### src/rtl/mem_req_rr_scheduler.sv
// Round-robin scheduler sharing one memory command port between NREQ
// requesters, with one outstanding transaction and a response watchdog.
module mem_req_rr_scheduler #(
    parameter int         NREQ          = 3,
    parameter int         TIMEOUT       = 1024,
    parameter logic [1:0] TIMEOUT_ERRTY = 2'd3
) (
    input  logic                    clk,
    input  logic                    rst_n,
    input  logic [NREQ-1:0]         req_valid,
    output logic [NREQ-1:0]         req_ready,
    input  logic [NREQ*32-1:0]      req_addr,
    input  logic [NREQ-1:0]         req_wen,
    input  logic [NREQ*32-1:0]      req_wdata,
    input  logic [NREQ*2-1:0]       req_wmask,
    input  logic [NREQ*2-1:0]       req_pte,
    output logic [NREQ-1:0]         resp_valid,
    output logic                    resp_error,
    output logic [1:0]              resp_errty,
    output logic [31:0]             resp_rdata,
    output logic                    mem_req_valid,
    input  logic                    mem_req_ready,
    output logic [31:0]             mem_req_addr,
    output logic                    mem_req_wen,
    output logic [31:0]             mem_req_wdata,
    output logic [1:0]              mem_req_wmask,
    output logic [1:0]              mem_req_pte,
    input  logic                    mem_resp_valid,
    input  logic                    mem_resp_error,
    input  logic [1:0]              mem_resp_errty,
    input  logic [31:0]             mem_resp_rdata,
    output logic                    busy,
    output logic [$clog2(NREQ)-1:0] owner
);

    localparam int IW = $clog2(NREQ);
    localparam int TW = (TIMEOUT > 0) ? $clog2(TIMEOUT + 1) : 1;
    localparam logic [TW-1:0] TLAST = TW'((TIMEOUT > 0) ? TIMEOUT - 1 : 0);
    localparam logic [TW-1:0] TMAX  = '1;

    typedef enum logic [1:0] {
        IDLE,
        ISSUE,
        WAIT,
        DRAIN
    } state_t;

    state_t          state;
    logic [IW-1:0]   rr_ptr;
    logic [IW-1:0]   grant;
    logic [IW-1:0]   grant_nxt;
    logic            found;
    logic            accept;
    logic            wd_hit;
    logic [TW-1:0]   timer;
    logic [NREQ-1:0] own_oh;
    int              idx;

    // Search starts at rr_ptr and wraps, so the last winner goes to the back
    always_comb begin
        grant = '0;
        found = 1'b0;
        idx   = 0;
        for (int k = 0; k < NREQ; k++) begin
            idx = int'(rr_ptr) + k;
            if (idx >= NREQ) idx = idx - NREQ;
            if (!found && req_valid[idx]) begin
                grant = IW'(idx);
                found = 1'b1;
            end
        end
    end

    assign grant_nxt = (grant == IW'(NREQ - 1)) ? '0 : grant + 1'b1;
    assign accept    = (state == IDLE) && found;
    assign req_ready = accept ? (NREQ'(1) << grant) : '0;

    assign busy          = (state != IDLE);
    assign mem_req_valid = (state == ISSUE);
    assign own_oh        = NREQ'(1) << owner;

    // A real response on the expiry cycle takes priority over the watchdog
    assign wd_hit = (TIMEOUT != 0) && (state == WAIT)
                 && !mem_resp_valid && (timer == TLAST);

    assign resp_valid = ((state == WAIT) && (mem_resp_valid || wd_hit))
                      ? own_oh : '0;
    assign resp_error = wd_hit | mem_resp_error;
    assign resp_errty = wd_hit ? TIMEOUT_ERRTY : mem_resp_errty;
    assign resp_rdata = wd_hit ? 32'd0 : mem_resp_rdata;

    always_ff @(posedge clk or negedge rst_n) begin
        if (!rst_n) begin
            state         <= IDLE;
            rr_ptr        <= '0;
            owner         <= '0;
            timer         <= '0;
            mem_req_addr  <= '0;
            mem_req_wen   <= 1'b0;
            mem_req_wdata <= '0;
            mem_req_wmask <= '0;
            mem_req_pte   <= '0;
        end else begin
            unique case (state)
                IDLE: begin
                    if (accept) begin
                        mem_req_addr  <= req_addr[32*grant +: 32];
                        mem_req_wen   <= req_wen[grant];
                        mem_req_wdata <= req_wdata[32*grant +: 32];
                        mem_req_wmask <= req_wmask[2*grant +: 2];
                        mem_req_pte   <= req_pte[2*grant +: 2];
                        owner         <= grant;
                        rr_ptr        <= grant_nxt;
                        state         <= ISSUE;
                    end
                end
                ISSUE: begin
                    if (mem_req_ready) begin
                        state <= WAIT;
                        timer <= '0;
                    end
                end
                WAIT: begin
                    if (mem_resp_valid) begin
                        state <= IDLE;
                    end else if (wd_hit) begin
                        state <= DRAIN;
                    end else if (timer != TMAX) begin
                        timer <= timer + 1'b1;
                    end
                end
                DRAIN: begin
                    if (mem_resp_valid) state <= IDLE;
                end
                default: state <= IDLE;
            endcase
        end
    end

endmodule

### config.mk
export PLATFORM = sky130hd
export DESIGN_NAME = mem_req_rr_scheduler
export DESIGN_NICKNAME = d
export VERILOG_FILES = /design/src/rtl/mem_req_rr_scheduler.sv
export SDC_FILE = /design/constraint.sdc
export NUM_CORES = 1
export LEC_CHECK = 0
export CORE_AREA = 2 2 140 142
export DETAILED_ROUTE_END_ITERATION = 12
export DIE_AREA = 0 0 142 144
export GPL_TIMING_DRIVEN = 0
export PLACE_DENSITY = 0.73
export SETUP_SLACK_MARGIN = 0.5
export SYNTH_ARGS = -nofsm -noshare
export SYNTH_HDL_FRONTEND = slang
export SYNTH_SLANG_ARGS = --single-unit
### constraint.sdc
create_clock -name clk -period 5.98 [get_ports clk]
set_input_delay 1.196 -clock clk [delete_from_list [all_inputs] [get_ports clk]]
set_output_delay 1.196 -clock clk [all_outputs]
set_load 0.05 [all_outputs]
==> flow_metrics.tcl <==
set metrics [dict create \
    dp_slack_ns -0.460 \
    clk_pin_slew_worst_paths_ns 0.07 \
    post-dp-hpwl_um 22600 \
    power_density_mw_per_mm2 580 \
    synth.largest_area_cell "dfrtp_1" \
    grt_pass1_vias 8522 \
    yosys_warnings 0 \
    p_leak_nw 4.54 \
    fin_tns_setup_ns 0 \
    slew_violations 0 \
    netlist.area_leader.share 0.314 \
    die_width_um 142 \
    first_pass_iters 4 \
    cp-start-kind "input port" \
    drc_errors 0 \
    drive_above_1_share 0.0421 \
    vias 8664 \
    start_util 0.360 \
    hold_class "flip-flop to flip-flop" \
    ir_drop_uv 322 \
    h-tree-depth 3 \
    ctsRootBufferMaster "clkbuf_16" \
    max_clock_freq_ghz 0.185 \
    hold_buffers 0 \
    grt_pass1_wl_um 45100 \
    routed_wl_um 30000 \
    place.gp.congestion 0.856 \
    synth_edf_count 0 \
    clock_path_buffers 2 \
    min_period_over_period 0.906 \
    rows 51 \
    die_y_um 144 \
    synthArstFlopShare 1.00 \
    clk_latency_ns 0.35 \
    arrival_ns 4.22 \
    status "completed" \
    antenna_left 0 \
    finalSetupViolations 0 \
    syn_inst 902 \
    synth.distinct_cells 49 \
    mostFrequentLayoutCell "clkdlybuf4s50_1" \
    antenna_found_initial 2 \
    fin_util 0.588 \
    yosysSeqAreaShare 0.314 \
    cts.sinks 86 \
    drtIter0Drc 518 \
    area_delta_synth_final_pct 63.3 \
    maxCapViolCount 0 \
    netlist_area_mm2 0.00686 \
    place_area_mm2 0.0108 \
    die-area_mm2 0.0204 \
    path_max_fanout 10 \
    coreArea_mm2 0.0191 \
    finalInstanceArea_mm2 0.0112 \
    worst_pin_slew_ns 0.779 \
    setup_ws_ns 0.563 \
    cts_tree "built" \
    ys_ff_latch 86 \
    viasPerCell 5.70 \
    cp-end-kind "output pin" \
    ys.flop_type "dfrtp_1" \
    gr-total-overflow 0 \
    grt_use_total 0.281 \
    syn_nets 1155 \
    grt_max_degree 46 \
    final_net_count 1530 \
    final_cell_mix "clkdlybuf4s50_1, inv_1, clkbuf_1" \
    crit_type "input port to output pin" \
    max-slew-margin-rel 0.481 \
    fin_worst_skew_ns 0.00611 \
    yosys-top-cells-area "dfrtp_1, a311oi_1, o41ai_1" \
    fillers 1773 \
    cts_buffers 9 \
    synth.avg_cell_area_um2 7.61 \
    avgRoutedWirePerCell_um 19.7 \
    rsz0062_at_grt "yes" \
    num_io_pins 363 \
    port-buffer-count 362 \
    hold_viol 0 \
    cp.required_ns 4.78 \
    period_needed_ns 5.42 \
]
## state kept, by name, summed over array words and instances (netlist names)
name,count
mem_req_wen,1
mem_req_addr,32
state,2
mem_req_wdata,32
mem_req_wmask,2
timer,11
owner,2
rr_ptr,2
mem_req_pte,2
## layer usage
metal / GRT usage / up-vias / share of wire
met5: 0 / - / 0.00043
met2: 0.490 / 433 / 0.49
met3: 0.0563 / 65 / 0.080
li1: - / 4077 / -
met1: 0.333 / 4087 / 0.39
met4: 0.133 / 2 / 0.040
## layout make-up
class / count / area [µm²] / share of cell area
clock inverter: 4 / 76.3 / 0.00681
multi-input combinational: 557 / 3760 / 0.335
sequential: 86 / 2150 / 0.192
inverter: 144 / 541 / 0.0482
clock buffer: 12 / 267 / 0.0238
tap: 238 / 298 / 0.0266
antenna: 1 / 2.50 / 0.000223
buffer: 115 / 469 / 0.0419
timing repair buffer: 364 / 3650 / 0.325
## Yosys cell counts, drive strengths merged (2+ instances only)
| cell | number |
|---|---|
| o21ai | 5 |
| nand3 | 5 |
| nor2 | 18 |
| xnor2 | 8 |
| o21a | 2 |
| ha | 4 |
| dfrtp | 86 |
| buf | 21 |
| and2 | 35 |
| nand3b | 2 |
| and3 | 2 |
| nand2b | 8 |
| o22ai | 2 |
| inv | 144 |
| nor3b | 3 |
| a21oi | 72 |
| o31ai | 2 |
| nor3 | 4 |
| a21o | 2 |
| nor4 | 6 |
| nand2 | 78 |
| a311oi | 69 |
| o41ai | 69 |
| nor2b | 5 |
| a31oi | 70 |
| clkbuf | 94 |
| o211ai | 69 |
## worst max-delay path, stage by stage
cell and delay, ns:
clkdlybuf4s50_1 0.54, buf_2 0.33, nand2b_1 0.15, a21boi_4 0.42
a31o_2 0.17, clkbuf_2 0.26, clkbuf_2 0.30, nand2_1 0.12
nor2_1 0.19, clkdlybuf4s15_1 0.53
## cells by family after synthesis
family | Yosys count | share of synthesized area
simple gates | 173 | 0.125
flops | 86 | 0.314
compound gates | 370 | 0.394
buf+inv | 259 | 0.147
xor+xnor | 8 | 0.0102
mux | 2 | 0.00310
fa+ha+maj | 4 | 0.00729
## power breakdown
| group | internal, mW | switching, mW |
|---|---|---|
| Sequential | 0.870 | 0.149 |
| Combinational | 1.59 | 3.23 |
| Clock | 0.403 | 0.256 |
## timing repair
item                       in CTS  in global routing
pin swaps                       2                  0
setup buffers                   1                  0
setup endpoints to repair       3                  3
gates resized for setup        12                  7
## through the flow
stage / hold slack, ns / std cells / power [mW]
CTS: 0.506 / 1520 / 6.48
global route: 0.553 / 1521 / 6.89
detailed placement: 0.489 / 1503 / 5.78
global placement: 0.480 / 1502 / 5.72
floorplan: 0.465 / 902 / 4.21
finish: 0.507 / 1521 / 6.50
## path summary, 6_finish.rpt
kind,end,cells after the start,slack (ns),start
min in group asynchronous,mem_req_pte[0],1,0.84,rst_n
max in group asynchronous,mem_req_addr[9],2,4.46,rst_n
min reg2reg,timer[10],1,0.51,timer[10]
max,req_ready[1],10,0.56,req_valid[1]
min,timer[10],1,0.51,timer[10]
max reg2reg,mem_req_addr[25],9,2.77,rr_ptr[0]
Power figures use the tool's default switching activity.
